<file path="config.mk">
export PLATFORM = sky130hd
export DESIGN_NAME = featuremap_pad_writer
export DESIGN_NICKNAME = d
export VERILOG_FILES = /design/src/rtl/featuremap_pad_writer.sv
export SDC_FILE = /design/constraint.sdc
export NUM_CORES = 1
export LEC_CHECK = 0
export CAP_MARGIN = 5
export CORE_MARGIN = 2
export CORE_UTILIZATION = 50
export CTS_CLUSTER_DIAMETER = 100
export DETAILED_ROUTE_END_ITERATION = 6
export HOLD_SLACK_MARGIN = 0.08
export PLACE_DENSITY = 0.82
export SYNTH_ARGS = -nofsm -noshare
export SYNTH_HDL_FRONTEND = slang
export SYNTH_SLANG_ARGS = --single-unit
</file>
<file path="constraint.sdc">
create_clock -name clk -period 5.27 [get_ports clk]
set_input_delay 1.054 -clock clk [delete_from_list [all_inputs] [get_ports clk]]
set_output_delay 1.054 -clock clk [all_outputs]
set_load 0.02 [all_outputs]
</file>
<file path="src/rtl/featuremap_pad_writer.sv">
// Streams one zero-padded feature map frame ((WIDTH+2) x (HEIGHT+2) words) into a channel FIFO.
// Define FEATUREMAP_PAD_RELU_EN to clamp negative interior pixels to zero.
module featuremap_pad_writer #(
    parameter int unsigned DATA_WIDTH = 32,
    parameter int unsigned WIDTH      = 56,
    parameter int unsigned HEIGHT     = 56
) (
    input  logic                  clk,
    input  logic                  rst,
    input  logic                  valid_in,
    input  logic [DATA_WIDTH-1:0] data_in,
    output logic                  in_ready,
    input  logic                  fifo_full,
    output logic                  wrreq,
    output logic [DATA_WIDTH-1:0] wr_data,
    output logic                  frame_done
);

    localparam int unsigned COL_W = $clog2(WIDTH + 2);
    localparam int unsigned ROW_W = $clog2(HEIGHT + 2);

    localparam logic [COL_W-1:0] COL_LAST      = COL_W'(WIDTH + 1);
    localparam logic [COL_W-1:0] COL_DATA_LAST = COL_W'(WIDTH);
    localparam logic [ROW_W-1:0] ROW_LAST      = ROW_W'(HEIGHT + 1);
    localparam logic [ROW_W-1:0] ROW_DATA_LAST = ROW_W'(HEIGHT);

    typedef enum logic [1:0] {StIdle, StPad, StData, StDone} state_t;

    state_t                state_q;
    logic [ROW_W-1:0]      row_q;
    logic [COL_W-1:0]      col_q;
    logic [ROW_W-1:0]      row_nxt;
    logic [COL_W-1:0]      col_nxt;
    logic                  next_interior;
    logic                  accept;
    logic [DATA_WIDTH-1:0] pixel;

    // Raster successor of the current position; row overflow past the last row is never used.
    always_comb begin
        if (col_q == COL_LAST) begin
            col_nxt = '0;
            row_nxt = row_q + ROW_W'(1);
        end else begin
            col_nxt = col_q + COL_W'(1);
            row_nxt = row_q;
        end
        next_interior = (row_nxt != '0) && (row_nxt <= ROW_DATA_LAST) &&
                        (col_nxt != '0) && (col_nxt <= COL_DATA_LAST);
    end

`ifdef FEATUREMAP_PAD_RELU_EN
    assign pixel = data_in[DATA_WIDTH-1] ? '0 : data_in;
`else
    assign pixel = data_in;
`endif

    assign in_ready = (state_q == StData) && !fifo_full;
    assign accept   = valid_in && in_ready;

    always_ff @(posedge clk) begin
        if (rst) begin
            state_q    <= StIdle;
            row_q      <= '0;
            col_q      <= '0;
            wrreq      <= 1'b0;
            wr_data    <= '0;
            frame_done <= 1'b0;
        end else begin
            wrreq      <= 1'b0;
            frame_done <= 1'b0;
            unique case (state_q)
                StIdle: begin
                    // The pixel that wakes us stays upstream until the first interior slot.
                    if (valid_in) begin
                        state_q <= StPad;
                        row_q   <= '0;
                        col_q   <= '0;
                    end
                end
                StPad: begin
                    if (!fifo_full) begin
                        wrreq   <= 1'b1;
                        wr_data <= '0;
                        row_q   <= row_nxt;
                        col_q   <= col_nxt;
                        if (row_q == ROW_LAST && col_q == COL_LAST) begin
                            state_q <= StDone;
                        end else if (next_interior) begin
                            state_q <= StData;
                        end
                    end
                end
                StData: begin
                    if (accept) begin
                        wrreq   <= 1'b1;
                        wr_data <= pixel;
                        row_q   <= row_nxt;
                        col_q   <= col_nxt;
                        if (col_q == COL_DATA_LAST) begin
                            state_q <= StPad;
                        end
                    end
                end
                StDone: begin
                    frame_done <= 1'b1;
                    state_q    <= StIdle;
                    row_q      <= '0;
                    col_q      <= '0;
                end
                default: state_q <= StIdle;
            endcase
        end
    end

endmodule

</file>
* Word level (Yosys, flattened, before mapping) *
Cells that the tools add are included.

word-level totals
  flip-flop bits (word level) = 48
  input bits = 36
  output and inout port bits = 35
  word-level logic and storage cells = 58

operators by class
  $add $sub $neg = 2
  order comparisons = 2
  equal/unequal tests = 11
  multiplexer cells = 23
  reductions and logical operators = 14

operators with widths
  kind                                                 count
  2-to-1 mux 32 bit                                    2
  one-hot mux 32 bit (2 select lines)                  1
  one-hot mux 6 bit (4 select lines)                   2
  2-to-1 mux 6 bit                                     7
  equality test 6 bit, second input constant           3
  adder 6 x 1 -> 6 bit, second input constant          2
  <= comparator 6 bit, second input constant           2
  2-to-1 mux 2 bit                                     6
  nonzero test 6 bit                                   2
  one-hot mux 2 bit (4 select lines)                   1
  logical AND 1 bit                                    6
  != test 2 bit, second input constant                 3
  AND reduction 3 bit                                  2
  AND reduction 5 bit                                  1
  equality test 2 bit, second input constant           2
  2-to-1 mux 1 bit                                     3
  != test 3 bit, second input constant                 1
  equality test 2 x 1 -> 1 bit, second input constant  1
  zero test 2 bit                                      1
  != test 2 x 1 -> 1 bit, second input constant        1
  one-hot mux 1 bit (2 select lines)                   1
  nonzero test 2 bit                                   1
  zero test 1 bit                                      1

* Longest topological paths before layout *
Gate-level depths: netlist (run 1).

  word-level depth = 10
  mapped depth = 9
  gate-level depth less buffers = 8

* Worst setup path before layout (run 1) *
OpenSTA, ideal clock, no wires.

  path type = register to output
  from = register state_q[0]
  to = output in_ready
  data arrival time = 1.473 ns
  setup slack = 2.743 ns
  cell stages (with the launch flop) = 6
  path buffers = 2
  cell sequence = dfxtp_1 inv_1 ha_1 clkbuf_1 clkbuf_1 nor2b_1

between the ends
  longest elaborated chain between the ends = 2

RTL lines
  item                    line  text
  start, declared         29    state_t state_q;
  start signal, assigned  62    state_q <= StIdle;
  start signal, assigned  75    state_q <= StPad;
  start signal, assigned  87    state_q <= StDone;
  equality test 2 bit     57    assign in_ready = (state_q == StData) && !fifo_full;
  logical AND 1 bit       57
  end, declared           12    output logic in_ready,

No other way between the ends.

* Worst setup path in the final report (run 1) *
Ends and elaborated chain as after synthesis.

==> flow_summary_export.csv, run 1 <==
group,metric,value,unit
power_and_ir_drop,power.leakage,1.09,nW
layout,fin_area,3160,sq um
synth,synth_ff_type,"dfxtp_1",
die,row_count,24,
clock_tree,insertion_delay,0.31,ns
critical_path,slowest_delay,0.73,ns
die,core_area,4440,sq um
clock_tree,root_buffer,"clkbuf_8",
routing,num_vias,2355,
critical_path,critical_path.top_delay_family,"buffers and inverters",
synth,synth_compound_area_share,17.9,%
sta,slew-limit-headroom,18.8,%
place,dp_hpwl,4.26,mm
die,ioPinCount,71,
critical_path,crit_path_max_fanout,25,
grt,grt_usage,23.4,%
synth,synth_top_area_cell,"dfxtp_1",
layout,syn_to_final_growth,34.5,%
die,die_w,72.5,um
clock_tree,cts_htree_levels,2,
clock_tree,cts-buffers-inserted,5,
synth,synth_cell_types,47,
synth,synth_edf_count,0,
die,die-area,5260,sq um
layout,fin_nets,404,
critical_path,critPathBufInv,2,
critical_path,end_kind,"output pin",
flow_run,cap_violations,0,
routing,firstDrtPassIters,4,
clock_tree,postCtsSetupBuffers,0,
synth,ys_top_cells_by_count,"a21oi_1, dfxtp_1, nand2_1",
routing,wl_per_cell,15.1,um
place,placedInstanceArea,3060,sq um
place,place_congestion,0.864,
grt,grt_pass1_wl,9.69,mm
sta,fin_crit_sh,64.9,%
critical_path,worstPathArrival,2.37,ns
sta,setup_viol,0,
die,fp.dieH,72.5,um
layout,n_fill_cell,360,
sta,rsz0062_at_grt,"false",
synth,synthCells,298,
clock_tree,cts_resized,0,
place,placed_cells,404,
synth,ys_ff_latch,48,
routing,routed_via_density,5.72,
power_and_ir_drop,peakVddDrop,0.164,mV
synth,synth_nets,343,
synth,mappedNetlistArea,2350,sq um
grt,grt_antenna_before_repair,0,
sta,fin_ws,1.85,ns
synth,synth_top_family_by_area,"simple AND/OR/NAND/NOR gates",
critical_path,critPathLaunchType,"flop",
power_and_ir_drop,total_power,0.765,mW
clock_tree,clk_pin_slew,0.08,ns
sta,worst-slew-pin-transition,1.22,ns
layout,final_core_util,71.1,%
synth,synth-simple-area-share,28.4,%
synth,synthAdderAreaFrac,4.79,%
place,port_buffers,70,
layout,n_antenna_cell,0,
layout,final_cells,412,
synth,synth.yosys.seq_area_share,40.9,%
sta,min_period,3.42,ns
routing,route.detailed.drc,0,
critical_path,path_cells,"inv_1 -> ha_1 -> nor2b_1 -> clkdlybuf4s50_1",
sta,final_hold_viol_count,0,
synth,yosysWarningCount,0,
routing,detail-route-antenna-nets,0,
synth,synth_xor_area_share,2.61,%
grt,grt_max_degree,33,
clock_tree,cts_tree,"built",
routing,drt_iter0_drc,162,
routing,wl,6.21,mm
power_and_ir_drop,p_per_area,242,nW/um^2
sta,fin_setup_tns,0,ns
critical_path,slowest_stage,"ha_1",
sta,final-max-slew-violation-count,0,
synth,yosys.area.top_type_share,40.9,%
clock_tree,cts_max_path_buffers,2,
synth,synth_area_leaders,"dfxtp_1, a21oi_1, nand3_1",
clock_tree,hold_buffers,0,
place,post-place-ws,1.90,ns
run_status,status,"finished, final reports clean",
layout,drive_gt1_share,5.83,%
sta,clock.fmax,0.292,GHz
sta,fin_worst_skew,0.00918,ns
die,initial_core_util,52.8,%
grt,grt_pass1_vias,2082,
synth,syn_avg_cell_area,7.88,sq um
worst_hold_path,hold_path.class,"flop to flop",
synth,ys_async_sr_fraction,0,%
synth,yosysMostFrequentCell,"a21oi_1",
critical_path,critPathKind,"flop to output pin",
critical_path,cp.required,4.22,ns
clock_tree,clock-sinks,48,
grt,grt_overflow_total,0,
sta,fin_hold_ws,0.452,ns
synth,muxShareOfSynthArea,0,%
-- tightest hold or removal path, delay by kind of cell, from the launching register on --
family / cells / cell delay, ns
flops: 1 / 0.31
compound gates: 1 / 0.05
simple gates: 1 / 0.05
-- sequential cells by signal, indices dropped and copies added, names as in the netlist --
name and flops:
col_q 6, wrreq 1, frame_done 1, wr_data 32, row_q 6, state_q 2
-- routing by layer --
metal	vias up	global-route usage [%]	share of wire [%]
met5	-	0	0
li1	1154	-	-
met2	81	37.3	47
met3	13	6.81	6.8
met1	1107	29.5	44
met4	0	10.3	2.5
-- cell families (layout without fill, tap and decap cells) --
group | count (synthesis) | in the layout
compound gates | 72 | 72
xor+xnor | 7 | 7
fa+ha+maj | 9 | 9
buf+inv | 31 | 93
flops | 48 | 48
simple gates | 131 | 131
-- final timing paths --
kind	startpoint	endpoint	cells after the start	slack [ns]
max	state_q[0]$_SDFFE_PP0P_	in_ready	4	1.85
max reg2reg	state_q[0]$_SDFFE_PP0P_	wr_data[6]$_SDFFE_PP0P_	7	2.20
min	wr_data[9]$_SDFFE_PP0P_	wr_data[9]$_SDFFE_PP0P_	2	0.45
min reg2reg	wr_data[9]$_SDFFE_PP0P_	wr_data[9]$_SDFFE_PP0P_	2	0.45
-- final cells by class --
cell class,instances,area [sq um],area share (%)
multi-input combinational,219,1270,40.1
sequential,48,961,30.4
timing repair buffer,74,731,23.1
clock buffer,7,86.3,2.73
tap,52,65.1,2.06
inverter,11,41.3,1.31
clock inverter,1,7.51,0.238
-- placed cells by master, fill, tap and decap left out, types with 2 or more instances in the layout --
cell type	netlist	final
a21oi_1	49	48
nand2_1	46	46
a21o_1	2	2
inv_1	11	11
o21ai_0	5	5
nor2_1	13	13
o21ai_1	3	3
nor3_1	9	9
buf_4	2	4
ha_1	9	9
a211o_1	2	2
clkbuf_8	0	6
a21boi_0	2	2
clkdlybuf4s50_1	0	70
nand3_1	41	41
xor2_1	2	2
dfxtp_1	48	48
nor2b_1	2	2
xnor2_1	5	5
or4_1	2	2
-- where the power goes --
| part | internal, mW | switching [mW] |
|---|---|---|
| Clock | 0.107 | 0.125 |
| Sequential | 0.367 | 0.00650 |
| Combinational | 0.0590 | 0.100 |
| Total | 0.533 | 0.232 |
Power figures use the tool's default switching activity.
==> run 2: changes to the inputs <==
CORE_UTILIZATION = 42   (was 50)
PLACE_DENSITY = 0.74   (was 0.82)
clock period = 3.1 ns   (was 5.27 ns; I/O delays follow)
==> run 2 against run 1 <==
Register-to-register slack got worse by 1.3 ns. First-iteration DRC count decreased by 26%. Sequential share of layout area decreased by 0.45 points. Critical path depth increased by 1. Cell count increased by 5.6%. Via count decreased by 3.4%. Wire length decreased by 3.6%. Worst hold slack improved by 0.0011 ns. Utilization decreased by 12 points. Global-route usage decreased by 3.7 points. Highest routed layer unchanged.
==> flow_summary_export.csv, run 2 (synthesis results as in run 1) <==
group,metric,value,unit
critical_path,critical_path.top_delay_family,"buffers and inverters",
layout,regArea,961,sq um
die,row_count,27,
layout,fin_area,3210,sq um
critical_path,end_kind,"output pin",
grt,grt_overflow_total,0,
routing,wl,5.99,mm
routing,route.detailed.drc,0,
layout,drive_gt1_share,6.61,%
critical_path,critPathLaunchType,"flop",
routing,wl_per_cell,13.8,um
clock_tree,insertion_delay,0.30,ns
layout,n_antenna_cell,0,
critical_path,critPathKind,"flop to output pin",
grt,grt_max_degree,33,
critical_path,slowest_stage,"clkdlybuf4s50_1",
layout,top_regs,"wr_data: 32 flops, col_q: 6 flops, row_q: 6 flops",
power_and_ir_drop,peakVddDrop,0.297,mV
critical_path,crit_path_max_fanout,18,
critical_path,critPathBufInv,3,
routing,routed_via_density,5.23,
sta,rsz0062_at_grt,"false",
clock_tree,root_buffer,"clkbuf_8",
routing,drt_iter0_drc,120,
sta,fin_crit_sh,83.5,%
critical_path,worstPathArrival,1.97,ns
die,die-area,6210,sq um
clock_tree,hold_buffers,0,
layout,multiInputGateArea,1270,sq um
clock_tree,clock-sinks,48,
layout,largest_register_ffs,32,
clock_tree,cts_htree_levels,2,
routing,firstDrtPassIters,4,
place,post-place-ws,0.598,ns
sta,slew-limit-headroom,34.2,%
critical_path,path_cells,"inv_1 -> ha_1 -> buf_4 -> nor2b_1 -> clkdlybuf4s50_1",
die,fp.dieH,78.8,um
routing,detail-route-antenna-nets,0,
layout,fin_nets,407,
critical_path,rrSetupSlack,0.89,ns
clock_tree,cts_tree,"built",
routing,num_vias,2274,
sta,final_hold_viol_count,0,
sta,final-max-slew-violation-count,0,
layout,mostFrequentLayoutCells,"clkdlybuf4s50_1, a21oi_1, dfxtp_1",
run_status,status,"finished, final reports clean",
sta,min_period,2.59,ns
sta,fin_worst_skew,0.00536,ns
clock_tree,clk_pin_slew,0.09,ns
place,dp_hpwl,4.22,mm
flow_run,cap_violations,0,
layout,mostFrequentLayoutCell,"clkdlybuf4s50_1",
layout,syn_to_final_growth,36.5,%
power_and_ir_drop,power.leakage,1.10,nW
layout,n_fill_cell,488,
die,ioPinCount,71,
die,core_area,5440,sq um
place,placedInstanceArea,3110,sq um
clock_tree,postCtsSetupBuffers,0,
die,initial_core_util,43.2,%
sta,setup_viol,0,
power_and_ir_drop,p_per_area,406,nW/um^2
grt,grt_pass1_vias,2158,
place,place_congestion,0.848,
grt,grt_antenna_before_repair,0,
critical_path,cp.required,2.48,ns
clock_tree,cts-buffers-inserted,5,
grt,grt_usage,19.7,%
critical_path,slowest_delay,0.64,ns
worst_hold_path,hold_path.class,"flop to flop",
grt,grt_pass1_wl,9.85,mm
sta,fin_ws,0.512,ns
sta,worst-slew-pin-transition,0.986,ns
place,port_buffers,70,
sta,fin_setup_tns,0,ns
layout,largest-register,"wr_data",
clock_tree,cts_resized,0,
clock_tree,cts_max_path_buffers,2,
die,die_w,78.8,um
sta,clock.fmax,0.386,GHz
## run 2: changes by cell type in the layout (fill, tap and decap cells not counted)
cell and change:
buf_4 +3
## run 2: through the flow
step                hold slack (ns)  util [%]  cells  total power [mW]
finish                        0.453      58.9    435              1.30
global route                  0.474      58.9    435              1.37
CTS                           0.455      58.9    435              1.31
detailed placement            0.443      57.2    427             0.921
global placement              0.436      57.2    427             0.920
floorplan                     0.497         -    298             0.814
## run 2: power by group
group	total (mW)	leakage, nW	internal [mW]	switching (mW)
combinational	0.272	0.670	0.105	0.166
sequential	0.635	0.387	0.624	0.0106
clock	0.394	0.0445	0.182	0.213
## run 2: layer usage
metal	track usage (%)	vias to the layer above	wire length, um
met2	30.9	55	2890
met1	25.0	1048	2630
met3	5.45	9	351
met5	0	-	0
met4	9.47	0	119
li1	-	1162	-
## run 2: worst paths after layout
check	start	end	cells past startpoint
setup / recovery	state_q[0]$_SDFFE_PP0P_	in_ready	5
hold / removal	wr_data[23]$_SDFFE_PP0P_	wr_data[23]$_SDFFE_PP0P_	2
setup reg to reg	state_q[0]$_SDFFE_PP0P_	wr_data[3]$_SDFFE_PP0P_	7
hold reg to reg	wr_data[23]$_SDFFE_PP0P_	wr_data[23]$_SDFFE_PP0P_	2
## run 2: area by class of cell
type / count / area share, %
Multi-Input combinational cell: 219 / 39.5
Sequential cell: 48 / 30.0
Timing Repair Buffer: 77 / 23.5
Tap cell: 72 / 2.81
Clock buffer: 7 / 2.69
Inverter: 11 / 1.29
Clock inverter: 1 / 0.234
## run 2: tightest hold or removal path, cell delays in order, from the launching register on
cell and delay, ns:
dfxtp_1 0.32, nand2_1 0.05, a21oi_1 0.05
==> run 3: changes to the inputs <==
clock period = 2.2 ns   (was 3.1 ns; I/O delays follow)
==> run 3 against run 2 <==
Count of clock-buffer cells in the layout fell by 1. Utilization rose by 1.7 points. First-iteration DRC count fell by 22%. Via count rose by 2.1%. Combinational power rose by 60%. Global-route usage rose by 0.19 points. Non-clock buffer count rose by 7. Critical path type unchanged.
==> flow_summary_export.csv, run 3 (synthesis results as in run 1) <==
group,metric,value,unit
power_and_ir_drop,p_sw,0.569,mW
layout,fin_area,3300,sq um
layout,mostFrequentLayoutCells,"clkdlybuf4s50_1, a21oi_1, dfxtp_1",
place,place_congestion,0.869,
place,port_buffers,70,
worst_hold_path,hp-start,"wr_data[21]$_SDFFE_PP0P_",
place,placedInstanceArea,3180,sq um
run_status,status,"finished, final reports clean",
clock_tree,clk_pin_slew,0.09,ns
layout,n_antenna_cell,0,
grt,grt_pass1_wl,9.98,mm
sta,fin_worst_skew,0.00641,ns
die,die_w,78.8,um
critical_path,cp.required,1.76,ns
clock_tree,cts-buffers-inserted,5,
layout,largest-register,"wr_data",
critical_path,worstPathArrival,1.60,ns
layout,largest_register_ffs,32,
layout,multiInputGateArea,1270,sq um
grt,grt_usage,19.9,%
critical_path,slowest_stage,"dlygate4sd2_1",
layout,syn_to_final_growth,40.4,%
routing,route.detailed.drc,0,
die,core_area,5440,sq um
grt,grt_max_degree,33,
routing,wl,6.08,mm
layout,mostFrequentLayoutCell,"clkdlybuf4s50_1",
critical_path,r2r-start,"col_q[3]$_SDFFE_PP0P_",
sta,setup_viol,0,
clock_tree,clock-sinks,48,
routing,detail-route-antenna-nets,0,
sta,min_period,2.04,ns
critical_path,end_kind,"output pin",
power_and_ir_drop,power.leakage,1.16,nW
power_and_ir_drop,p_sw_share,28.3,%
power_and_ir_drop,p_seq_share,44.5,%
routing,wl_per_cell,13.8,um
die,die-area,6210,sq um
clock_tree,insertion_delay,0.30,ns
grt,grt_overflow_total,0,
layout,n_fill_cell,477,
sta,final_hold_viol_count,0,
routing,firstDrtPassIters,5,
sta,fin_setup_tns,0,ns
sta,worst-slew-pin-transition,0.450,ns
clock_tree,cts_htree_levels,2,
clock_tree,cts_resized,1,
layout,regArea,961,sq um
die,initial_core_util,43.2,%
clock_tree,cts_max_path_buffers,2,
critical_path,critPathKind,"flop to output pin",
clock_tree,root_buffer,"clkbuf_8",
die,row_count,27,
place,dp_hpwl,4.37,mm
power_and_ir_drop,clockPowerShare,33.8,%
routing,num_vias,2321,
critical_path,slowest_delay,0.36,ns
grt,grt_antenna_before_repair,0,
power_and_ir_drop,comb_power_share,21.6,%
routing,routed_via_density,5.25,
power_and_ir_drop,p_int,1.44,mW
layout,top_regs,"wr_data: 32 flops, col_q: 6 flops, row_q: 6 flops",
power_and_ir_drop,total_power,2.01,mW
grt,grt_pass1_vias,2110,
routing,drt_iter0_drc,94,
layout,drive_gt1_share,8.65,%
critical_path,crit_path_max_fanout,6,
worst_hold_path,hold_path.class,"flop to flop",
layout,fin_nets,414,
clock_tree,cts_tree,"built",
die,ioPinCount,71,
clock_tree,hold_buffers,0,
flow_run,cap_violations,0,
sta,final-max-slew-violation-count,0,
critical_path,critPathLaunchType,"flop",
power_and_ir_drop,p_per_area,609,nW/um^2
critical_path,critPathLaunch,"state_q[0]$_SDFFE_PP0P_",
die,fp.dieH,78.8,um
power_and_ir_drop,peakVddDrop,0.414,mV
sta,clock.fmax,0.491,GHz
sta,rsz0062_at_grt,"false",
sta,fin_hold_ws,0.453,ns
clock_tree,postCtsSetupBuffers,0,
sta,slew-limit-headroom,69.7,%
sta,fin_crit_sh,92.7,%
critical_path,path_cells,"inv_1 -> ha_1 -> nor2b_1 -> dlygate4sd2_1",
[run 3: power by group through the flow]
| stage | sequential, mW | clock (mW) | combinational, mW |
|---|---|---|---|
| 2_1_floorplan | 0.913 | 0 | 0.235 |
| 3_3_place_gp | 0.914 | 0 | 0.427 |
| 3_5_place_dp | 0.915 | 0 | 0.431 |
| 4_1_cts | 0.894 | 0.698 | 0.434 |
| 5_1_grt | 0.897 | 0.730 | 0.478 |
| 6_report | 0.894 | 0.679 | 0.435 |
[run 3: final timing paths]
path,to,slack [ns],depth (start not counted)
worst max-delay path,in_ready,0.16,4
worst min-delay path,wr_data[21]$_SDFFE_PP0P_,0.45,2
worst max register to register,state_q[1]$_SDFFE_PP0P_,0.16,6
worst min register to register,wr_data[21]$_SDFFE_PP0P_,0.45,2
[run 3: critical path: cells and delay by family, from the launching register on]
kind                     cells  cell delay (ns)
buffers and inverters        2             0.47
flip-flops                   1             0.35
adder cells (fa/ha/maj)      1             0.29
AND/OR/NAND/NOR              1             0.19
[run 3: stage by stage]
| step | worst slack (ns) | utilization, % | std cells |
|---|---|---|---|
| finish | 0.161 | 60.6 | 442 |
| global route | 0.00697 | 60.6 | 442 |
| CTS | 0.112 | 60.6 | 442 |
| detailed placement | 0.0797 | 58.4 | 434 |
| global placement | 0.0912 | 58.4 | 434 |
| floorplan | 0.250 | - | 298 |
[run 3: area by class of cell]
cell class / count / share of cell area [%]
Inverter: 11 / 1.25
Tap cell: 72 / 2.73
Sequential cell: 48 / 29.1
Multi-Input combinational cell: 219 / 38.4
Clock buffer: 6 / 2.50
Clock inverter: 2 / 1.18
Timing Repair Buffer: 84 / 24.8
[run 3: metal layers]
| metal | global-route usage, % | part of all wire [%] | vias up |
|---|---|---|---|
| met3 | 5.23 | 5.2 | 9 |
| met4 | 6.67 | 1.8 | 0 |
| met5 | 0 | 0 | - |
| met1 | 25.7 | 45 | 1087 |
| met2 | 32.4 | 48 | 53 |
| li1 | - | - | 1172 |
